File: src/rtl/wb_mux_n_if.sv
// Wishbone bus bundle shared between a master and the wb_mux_n address decoder.
// dat_o carries master write data, dat_i carries read data back to the master.
interface wishbone_if #(
    parameter int ADDR_WIDTH   = 32,
    parameter int DATA_WIDTH   = 32,
    parameter int SELECT_WIDTH = DATA_WIDTH / 8
);
    logic [ADDR_WIDTH-1:0]   adr;
    logic [DATA_WIDTH-1:0]   dat_o;
    logic [DATA_WIDTH-1:0]   dat_i;
    logic                    we;
    logic [SELECT_WIDTH-1:0] sel;
    logic                    stb;
    logic                    cyc;
    logic                    ack;
    logic                    err;
    logic                    rty;

    modport master (output adr, dat_o, we, sel, stb, cyc, input dat_i, ack, err, rty);
    modport slave  (input adr, dat_o, we, sel, stb, cyc, output dat_i, ack, err, rty);
endinterface

File: src/rtl/wb_mux_n.sv
// N-port Wishbone address-decoding multiplexer with a registered per-transfer decode,
// a selection locked for the whole transfer, decode-error response and a response watchdog.
//
// state  | meaning
// IDLE   | no transfer; decode the master request when cyc&stb
// ACTIVE | latched slave strobed; waiting for ack/err/rty, abort or watchdog expiry
// ERR    | one-cycle err response to the master (decode miss or timeout)
module wb_mux_n #(
    parameter int NUM_SLAVES   = 4,
    parameter int DATA_WIDTH   = 32,
    parameter int ADDR_WIDTH   = 32,
    parameter int SELECT_WIDTH = DATA_WIDTH / 8,
    parameter int TIMEOUT      = 256
) (
    input  logic                               clk,
    input  logic                               rst,
    wishbone_if.slave                          wb_master_if,
    output logic [NUM_SLAVES*ADDR_WIDTH-1:0]   wbs_adr_o,
    output logic [NUM_SLAVES*DATA_WIDTH-1:0]   wbs_dat_o,
    input  logic [NUM_SLAVES*DATA_WIDTH-1:0]   wbs_dat_i,
    output logic [NUM_SLAVES-1:0]              wbs_we_o,
    output logic [NUM_SLAVES*SELECT_WIDTH-1:0] wbs_sel_o,
    output logic [NUM_SLAVES-1:0]              wbs_stb_o,
    output logic [NUM_SLAVES-1:0]              wbs_cyc_o,
    input  logic [NUM_SLAVES-1:0]              wbs_ack_i,
    input  logic [NUM_SLAVES-1:0]              wbs_err_i,
    input  logic [NUM_SLAVES-1:0]              wbs_rty_i,
    input  logic [NUM_SLAVES*ADDR_WIDTH-1:0]   slv_addr,
    input  logic [NUM_SLAVES*ADDR_WIDTH-1:0]   slv_msk,
    output logic                               busy,
    output logic                               decode_err,
    output logic                               timeout_err
);
    localparam int IDX_W = (NUM_SLAVES > 1) ? $clog2(NUM_SLAVES) : 1;
    localparam int CNT_W = (TIMEOUT > 0) ? $clog2(TIMEOUT + 1) : 1;
    localparam logic [CNT_W-1:0] CNT_LAST = CNT_W'((TIMEOUT > 0) ? TIMEOUT - 1 : 0);

    localparam logic [1:0] ST_IDLE   = 2'd0;
    localparam logic [1:0] ST_ACTIVE = 2'd1;
    localparam logic [1:0] ST_ERR    = 2'd2;

    logic [1:0]            state, state_nxt;
    logic [IDX_W-1:0]      idx_q, hit_idx;
    logic                  hit;
    logic [CNT_W-1:0]      wd_cnt;
    logic                  req;
    logic                  sel_ack, sel_err, sel_rty, sel_resp;
    logic                  expire;
    logic [DATA_WIDTH-1:0] sel_dat;
    logic [DATA_WIDTH-1:0] m_dat;
    logic                  m_ack, m_err, m_rty;

    assign req = wb_master_if.cyc & wb_master_if.stb;

    // Scan from the top down so the lowest matching index is the one left standing.
    always_comb begin
        hit     = 1'b0;
        hit_idx = '0;
        for (int i = NUM_SLAVES - 1; i >= 0; i--) begin
            if (((wb_master_if.adr ^ slv_addr[i*ADDR_WIDTH +: ADDR_WIDTH])
                 & slv_msk[i*ADDR_WIDTH +: ADDR_WIDTH]) == '0) begin
                hit     = 1'b1;
                hit_idx = IDX_W'(i);
            end
        end
    end

    assign sel_ack  = wbs_ack_i[idx_q];
    assign sel_err  = wbs_err_i[idx_q];
    assign sel_rty  = wbs_rty_i[idx_q];
    assign sel_resp = sel_ack | sel_err | sel_rty;
    assign sel_dat  = wbs_dat_i[int'(idx_q)*DATA_WIDTH +: DATA_WIDTH];
    assign expire   = (TIMEOUT > 0) && (wd_cnt == CNT_LAST);

    always_comb begin
        state_nxt   = state;
        decode_err  = 1'b0;
        timeout_err = 1'b0;
        case (state)
            ST_IDLE: begin
                if (req) begin
                    if (hit) begin
                        state_nxt = ST_ACTIVE;
                    end else begin
                        state_nxt  = ST_ERR;
                        decode_err = 1'b1;
                    end
                end
            end
            ST_ACTIVE: begin
                // A response in the expiry cycle still completes the transfer normally.
                if (!req || sel_resp) begin
                    state_nxt = ST_IDLE;
                end else if (expire) begin
                    state_nxt   = ST_ERR;
                    timeout_err = 1'b1;
                end
            end
            ST_ERR:  state_nxt = ST_IDLE;
            default: state_nxt = ST_IDLE;
        endcase
    end

    always_ff @(posedge clk or negedge rst) begin
        if (!rst) begin
            state  <= ST_IDLE;
            idx_q  <= '0;
            wd_cnt <= '0;
        end else begin
            state <= state_nxt;
            if (state == ST_IDLE && req && hit) begin
                idx_q <= hit_idx;
            end
            if (TIMEOUT > 0 && state == ST_ACTIVE && state_nxt == ST_ACTIVE) begin
                if (wd_cnt != {CNT_W{1'b1}}) begin
                    wd_cnt <= wd_cnt + 1'b1;
                end
            end else begin
                wd_cnt <= '0;
            end
        end
    end

    always_comb begin
        wbs_adr_o = '0;
        wbs_dat_o = '0;
        wbs_sel_o = '0;
        wbs_we_o  = '0;
        wbs_stb_o = '0;
        wbs_cyc_o = '0;
        m_dat     = '0;
        m_ack     = 1'b0;
        m_err     = 1'b0;
        m_rty     = 1'b0;
        if (state == ST_ACTIVE) begin
            wbs_adr_o        = {NUM_SLAVES{wb_master_if.adr}};
            wbs_dat_o        = {NUM_SLAVES{wb_master_if.dat_o}};
            wbs_sel_o        = {NUM_SLAVES{wb_master_if.sel}};
            wbs_we_o[idx_q]  = wb_master_if.we;
            wbs_stb_o[idx_q] = wb_master_if.stb;
            wbs_cyc_o[idx_q] = wb_master_if.cyc;
            m_dat            = sel_dat;
            m_ack            = req & sel_ack;
            m_err            = req & sel_err;
            m_rty            = req & sel_rty;
        end else if (state == ST_ERR) begin
            m_err = 1'b1;
        end
    end

    assign wb_master_if.dat_i = m_dat;
    assign wb_master_if.ack   = m_ack;
    assign wb_master_if.err   = m_err;
    assign wb_master_if.rty   = m_rty;
    assign busy               = (state != ST_IDLE);
endmodule

File: src/flat_wrapper.sv
// flat-port wrapper written by rule: the top's interface ports become plain ports
module wb_mux_n_flat 
#(
    parameter int NUM_SLAVES   = 4,
    parameter int DATA_WIDTH   = 32,
    parameter int ADDR_WIDTH   = 32,
    parameter int SELECT_WIDTH = DATA_WIDTH / 8,
    parameter int TIMEOUT      = 256
)
  (clk, rst, wbs_adr_o, wbs_dat_o, wbs_dat_i, wbs_we_o, wbs_sel_o, wbs_stb_o, wbs_cyc_o, wbs_ack_i, wbs_err_i, wbs_rty_i, slv_addr, slv_msk, busy, decode_err, timeout_err, wb_master_if_adr, wb_master_if_dat_o, wb_master_if_we, wb_master_if_sel, wb_master_if_stb, wb_master_if_cyc, wb_master_if_dat_i, wb_master_if_ack, wb_master_if_err, wb_master_if_rty);
  wishbone_if #(.ADDR_WIDTH(ADDR_WIDTH), .DATA_WIDTH(DATA_WIDTH), .SELECT_WIDTH(SELECT_WIDTH)) wb_master_if_i ();
  input  logic clk;
  input  logic rst;
  output logic [NUM_SLAVES*ADDR_WIDTH-1:0] wbs_adr_o;
  output logic [NUM_SLAVES*DATA_WIDTH-1:0] wbs_dat_o;
  input  logic [NUM_SLAVES*DATA_WIDTH-1:0] wbs_dat_i;
  output logic [NUM_SLAVES-1:0] wbs_we_o;
  output logic [NUM_SLAVES*SELECT_WIDTH-1:0] wbs_sel_o;
  output logic [NUM_SLAVES-1:0] wbs_stb_o;
  output logic [NUM_SLAVES-1:0] wbs_cyc_o;
  input  logic [NUM_SLAVES-1:0] wbs_ack_i;
  input  logic [NUM_SLAVES-1:0] wbs_err_i;
  input  logic [NUM_SLAVES-1:0] wbs_rty_i;
  input  logic [NUM_SLAVES*ADDR_WIDTH-1:0] slv_addr;
  input  logic [NUM_SLAVES*ADDR_WIDTH-1:0] slv_msk;
  output logic busy;
  output logic decode_err;
  output logic timeout_err;
  input wire logic [$bits(wb_master_if_i.adr)-1:0] wb_master_if_adr;
  input wire logic [$bits(wb_master_if_i.dat_o)-1:0] wb_master_if_dat_o;
  input wire logic [$bits(wb_master_if_i.we)-1:0] wb_master_if_we;
  input wire logic [$bits(wb_master_if_i.sel)-1:0] wb_master_if_sel;
  input wire logic [$bits(wb_master_if_i.stb)-1:0] wb_master_if_stb;
  input wire logic [$bits(wb_master_if_i.cyc)-1:0] wb_master_if_cyc;
  output wire logic [$bits(wb_master_if_i.dat_i)-1:0] wb_master_if_dat_i;
  output wire logic [$bits(wb_master_if_i.ack)-1:0] wb_master_if_ack;
  output wire logic [$bits(wb_master_if_i.err)-1:0] wb_master_if_err;
  output wire logic [$bits(wb_master_if_i.rty)-1:0] wb_master_if_rty;
  assign wb_master_if_i.adr = wb_master_if_adr;
  assign wb_master_if_i.dat_o = wb_master_if_dat_o;
  assign wb_master_if_i.we = wb_master_if_we;
  assign wb_master_if_i.sel = wb_master_if_sel;
  assign wb_master_if_i.stb = wb_master_if_stb;
  assign wb_master_if_i.cyc = wb_master_if_cyc;
  assign wb_master_if_dat_i = wb_master_if_i.dat_i;
  assign wb_master_if_ack = wb_master_if_i.ack;
  assign wb_master_if_err = wb_master_if_i.err;
  assign wb_master_if_rty = wb_master_if_i.rty;
  wb_mux_n #(.NUM_SLAVES(NUM_SLAVES), .DATA_WIDTH(DATA_WIDTH), .ADDR_WIDTH(ADDR_WIDTH), .SELECT_WIDTH(SELECT_WIDTH), .TIMEOUT(TIMEOUT)) u_core (.clk(clk), .rst(rst), .wb_master_if(wb_master_if_i), .wbs_adr_o(wbs_adr_o), .wbs_dat_o(wbs_dat_o), .wbs_dat_i(wbs_dat_i), .wbs_we_o(wbs_we_o), .wbs_sel_o(wbs_sel_o), .wbs_stb_o(wbs_stb_o), .wbs_cyc_o(wbs_cyc_o), .wbs_ack_i(wbs_ack_i), .wbs_err_i(wbs_err_i), .wbs_rty_i(wbs_rty_i), .slv_addr(slv_addr), .slv_msk(slv_msk), .busy(busy), .decode_err(decode_err), .timeout_err(timeout_err));
endmodule
File: config.mk
export PLATFORM = sky130hd
export DESIGN_NAME = wb_mux_n_flat
export DESIGN_NICKNAME = d
export VERILOG_FILES = /design/src/rtl/wb_mux_n_if.sv /design/src/rtl/wb_mux_n.sv /design/src/flat_wrapper.sv
export SDC_FILE = /design/constraint.sdc
export NUM_CORES = 1
export LEC_CHECK = 0
export CORE_AREA = 2 2 309 311
export DETAILED_ROUTE_END_ITERATION = 7
export DIE_AREA = 0 0 311 313
export SETUP_SLACK_MARGIN = 0.3
export SLEW_MARGIN = 10
export SYNTH_ARGS = -nofsm -noshare
export SYNTH_HDL_FRONTEND = slang
export SYNTH_SLANG_ARGS = --single-unit
File: constraint.sdc
create_clock -name clk -period 7.79 [get_ports clk]
set_input_delay 1.9475 -clock clk [delete_from_list [all_inputs] [get_ports clk]]
set_output_delay 1.9475 -clock clk [all_outputs]
set_load 0.1 [all_outputs]
Word-level counts from Yosys, hierarchy flattened --
Cells that the tools add are included.
Storage, ports and cells: output and inout bits 322, logic and storage cells 82, register bits 13
Operators by class: multiplexer cells 40, bitwise operators 17, $lt $le $gt $ge 2, add/subtract/negate cells 1, shifts and indexed selects 1, equal/unequal tests 6, reduce and logical (&&, ||, !) cells 12
Operators by type and width (number):
- 128-bit 2-to-1 mux | 2
- 32-bit bitwise AND | 4
- 32-bit logical NOT | 4
- 128-bit by 8-bit indexed part select with 32-bit output | 1
- 32-bit bitwise XOR | 4
- 32-bit 2-to-1 mux | 1
- 1-bit 2-to-1 mux | 18
- 9-bit 2-to-1 mux | 2
- 16-bit 2-to-1 mux | 1
- 2-bit 2-to-1 mux | 8
- 4-bit bitwise AND | 3
- 4-bit 2-to-1 mux | 3
- 9-bit by 1-bit adder with 9-bit output, second input constant | 1
- 9-bit by 8-bit == test with 1-bit output, second input constant | 1
- 9-bit != test, second input constant | 1
- 1-bit binary-select mux with 2-bit select | 3
- 1-bit bitwise AND | 4
- 2-bit by 1-bit == test with 1-bit output, second input constant | 2
- 1-bit logical AND | 4
- 2-bit case mux with 2 select lines | 1
- 2-bit by 3-bit less-than comparator with 1-bit output, second input constant | 1
- 1-bit demux with 2-bit select | 1
- 2-bit == test, second input constant | 1
- 2-bit by 1-bit greater-or-equal comparator with 1-bit output, second input constant | 1
- other kinds (6) | 7

Logic depth before layout (Yosys ltp) --
Gate-level depths: netlist of the first run.
depth after elaboration 13, gate-level depth with buffers 9

Worst setup path after synthesis of the first run --
No wires, ideal clock.
path type input to output, start point in wb_master_if_cyc, end point out wbs_cyc_o[0], path buffers 0, stages 2, setup slack 896 ps, arrival 4946 ps, cell sequence inv_1 nor4_1
Between the ends: longest elaborated chain between the ends 2
Ends and longest elaborated chain:
- from (decl) | line flat_wrapper.sv:34 | input wire logic [$bits(wb_master_if_i.cyc)-1:0] wb_master_if_cyc;
- 4-bit bitwise AND (no line)
- 4-bit 2-to-1 mux | line wb_mux_n.sv:135 | if (state == ST_ACTIVE) begin
- to (decl) | line flat_wrapper.sv:20 | output logic [NUM_SLAVES-1:0] wbs_cyc_o;
Every way passes these cells.

Worst setup path after layout of the first run --
start point in wb_master_if_adr[23], end point out decode_err
Between the ends: longest elaborated chain between the ends 10, elaborated cells on any way between the ends 19, classes of those cells mux (7); bitwise (8); reduce/logical (4)
Ends and longest elaborated chain:
- from (decl) | line flat_wrapper.sv:29 | input wire logic [$bits(wb_master_if_i.adr)-1:0] wb_master_if_adr;
- 32-bit bitwise XOR | line wb_mux_n.sv:60 | if (((wb_master_if.adr ^ slv_addr[i*ADDR_WIDTH +: ADDR_WIDTH])
- 32-bit bitwise AND | line wb_mux_n.sv:61 | & slv_msk[i*ADDR_WIDTH +: ADDR_WIDTH]) == '0) begin
- 32-bit logical NOT | line wb_mux_n.sv:60
- 1-bit 2-to-1 mux (3 in series) | line wb_mux_n.sv:60
- 1-bit 2-to-1 mux (*) | line wb_mux_n.sv:60
- 1-bit 2-to-1 mux (*) | line wb_mux_n.sv:82 | if (hit) begin
- 1-bit 2-to-1 mux (*) | line wb_mux_n.sv:81 | if (req) begin
- 1-bit 2-to-1 mux (*) | line wb_mux_n.sv:79 | case (state)
- to (decl) | line flat_wrapper.sv:27 | output logic decode_err;
Every way passes the cells marked *; elsewhere a longest branch is shown, timed or not.

==> impl_metrics.toml, run 1 <==
[die]
start_util = 0.0609
die_y_um = 313
core_sq_um = 94200
die_area_sq_um = 97300
rows = 113
die_w_um = 311
num_io_pins = 791

[synthesis]
synth_edf_count = 0
netlist_area_sq_um = 5730
synth_cell_types = 33
ys_seq_elements = 13
postSynthAreaPerCell_sq_um = 8.22
synth_seq_area_share = 0.0568
synth_area_leaders = "buf_4 (27%), xor2_1 (20%), mux4_2 (14%), and2_1 (11%), a22oi_1 (8.1%)"
netlist_instances = 697
synth.top_cell.area_share = 0.267
ys.flop_type = "dfrtp_1"
synth_top_area_cell = "buf_4"
syn-num-nets = 1169
synth_warnings = 0
synthArstFlopShare = 1.00

[routing]
wl_per_cell_um = 21.9
vias_per_cell = 2.86
drt-initial-drc-count = 262
drt.antenna.violating_nets = 0
wl_um = 55100
via_count = 7203
drc_errors = 0
firstDrtPassIters = 4

[power_and_ir_drop]
p_leak_nw = 4.73
p_comb_frac = 0.727
power.switching_w = 0.000198
seq_power_share = 0.113
p_int_w = 0.000413
ir_worst_vdd_mv = 0.0617
clkPwrFrac = 0.160
switching_share = 0.323
power.density_nw_per_um2 = 44.9

[critical_path]
cp_max_fo = 5
rr_startpoint = "u_core.idx_q[0]"
path_class = "in2out"
cp-startpoint = "wb_master_if_adr[23]"
arrival_ns = 5.31
reg2reg_depth = 4
critical_path_required_ns = 5.84
endpoint_kind = "primary output"
cp-start-kind = "input pin"

[job]
drv_cap = 0

[placement]
place_hpwl_um = 50500
port_buffers = 790
place_area_sq_um = 13500
gp_congestion = 0.954

[sta]
clock_skew_ns = 0.00215
slew_viol_final = 0
fin_crit_sh = 0.931
hold_violations = 0
worst_pin_slew_ns = 1.10
rsz0062_at_grt = "no"
relSlewSlack = 0.264
setup_viol = 0
finalSetupTns_ns = 0
min_period_ns = 7.25
fmax_ghz = 0.138

[cells_and_area]
syn2layout_area_growth_pct = 137
drive_above_1_share = 0.0698
final_common_cell = "clkdlybuf4s50_1"
final_cell_area_sq_um = 13600
multi_input_area_sq_um = 3590
fill_cells = 10800
final_cell_mix = "clkdlybuf4s50_1 (764), xor2_1 (131), and2_1 (103), a22oi_1 (62), buf_4 (38)"
layout.nets = 1720
seq_area_sq_um = 328

[global_routing]
grt_pass1_vias = 7644
antenna_found_initial = 21
grt_pass1_wl_um = 69500
grt-ovfl-total = 0
grt_usage = 0.106
grt_max_degree = 53

[min_path]
whs_path_depth = 2
min_from = "u_core.wd_cnt[6]"
hp-class = "reg2reg"

[clock_network]
cts-resized-gates = 0
holdBufCountCts = 0
cts_root_buf = "clkbuf_16"
clock_latency_ns = 0.24
cts_max_level = 1
clockBufferDepth = 2
cts_tree = "built"
post_cts_buffers = 0
cts_inserted_buffers = 3
clock-sinks = 13
path_clk_slew_ns = 0.05

[run_status]
status = "finished clean"
-- worst max-delay path, cell delays in order --
cell             delay [ns]
clkdlybuf4s50_1        0.64
xor2_1                 0.35
a22oi_1                0.61
nand4_1                0.27
nor4_2                 0.73
nor4_1                 0.19
buf_4                  0.19
and2_1                 0.18
buf_12                 0.17
-- power by group through the flow --
stage | combinational (W) | sequential, W | clock, W
2_1_floorplan | 0.000121 | 0.0000693 | 0
3_3_place_gp | 0.000454 | 0.0000701 | 0
3_5_place_dp | 0.000454 | 0.0000701 | 0
4_1_cts | 0.000457 | 0.0000691 | 0.0000999
5_1_grt | 0.000475 | 0.0000691 | 0.000104
6_report | 0.000444 | 0.0000690 | 0.0000978
-- final timing paths --
path                                    end  slack (ns)
max                              decode_err        0.54
min                        u_core.wd_cnt[6]        0.54
max reg2reg                u_core.wd_cnt[8]        5.37
min reg2reg                u_core.wd_cnt[6]        0.54
max in group asynchronous   u_core.idx_q[1]        5.27
min in group asynchronous  u_core.wd_cnt[8]        2.09
-- sequential cells by signal, summed over array words and instances, names as in the netlist --
name	cells
u_core.wd_cnt	9
u_core.state	2
u_core.idx_q	2
-- layer usage --
metal	routed length, um	track usage	share of wire	vias up
li1	-	-	-	3273
met1	22300	0.130	0.40	3331
met2	26500	0.184	0.48	513
met3	4600	0.0271	0.083	66
met4	1630	0.0276	0.030	20
met5	134	0	0.0024	-
-- cell families (layout without fill, tap and decap cells) --
logic type	Yosys count	count (layout)	synth area share
xor+xnor	135	135	0.206
compound gates	74	74	0.0958
simple gates	171	171	0.176
other cells	0	9	0
buf+inv	265	815	0.320
flops	13	13	0.0568
fa+ha+maj	3	3	0.00655
mux	36	36	0.139
-- layout make-up --
cell class / instances / share of cell area
Antenna cell: 9 / 0.00166
Clock buffer: 4 / 0.00580
Inverter: 7 / 0.00193
Multi-Input combinational cell: 419 / 0.264
Sequential cell: 13 / 0.0241
Tap cell: 1265 / 0.116
Timing Repair Buffer: 804 / 0.586
-- synthesized netlist by cell type, drive strengths merged, types with 2 or more instances --
master / instances
o21ai: 5
clkbuf: 30
and2: 104
nor2b: 3
xnor2: 4
inv: 7
ha: 3
mux4: 35
nand4: 17
a21oi: 2
dfrtp: 13
nor3: 9
xor2: 131
or2: 2
nand3: 3
buf: 228
nor2: 15
nor4: 8
nand2: 6
a22oi: 64
-- stage by stage --
stage	hold WS [ns]	worst slack (ns)	cells	total power (W)	util
6_report	0.537	0.537	2521	0.000611	0.144
5_1_grt	0.577	0.306	2513	0.000648	0.144
4_1_cts	0.541	0.300	2512	0.000626	0.144
3_5_place_dp	0.529	0.315	2508	0.000524	0.143
3_3_place_gp	0.527	0.302	2508	0.000525	0.143
2_1_floorplan	0.505	0.896	697	0.000190	-
Note: power is estimated with default switching activity, not from simulation.
==> inputs of run 2 (changes only) <==
--- a/config.mk
+++ b/config.mk
@@ -8,6 +8,7 @@
 export CORE_AREA = 2 2 309 311
 export DETAILED_ROUTE_END_ITERATION = 7
 export DIE_AREA = 0 0 311 313
+export GPL_ROUTABILITY_DRIVEN = 0
 export SETUP_SLACK_MARGIN = 0.3
 export SLEW_MARGIN = 10
 export SYNTH_ARGS = -nofsm -noshare
==> results of run 2 <==
No change in the layout: final DEF, timing and power equal those of run 1.
==> inputs of run 3 (changes only) <==
--- a/config.mk
+++ b/config.mk
@@ -5,6 +5,7 @@
 export SDC_FILE = /design/constraint.sdc
 export NUM_CORES = 1
 export LEC_CHECK = 0
+export ABC_CLOCK_PERIOD_IN_PS = 7790
 export CORE_AREA = 2 2 309 311
 export DETAILED_ROUTE_END_ITERATION = 7
 export DIE_AREA = 0 0 311 313
==> results of run 3 <==
No change in the layout: final DEF, timing and power equal those of run 1.
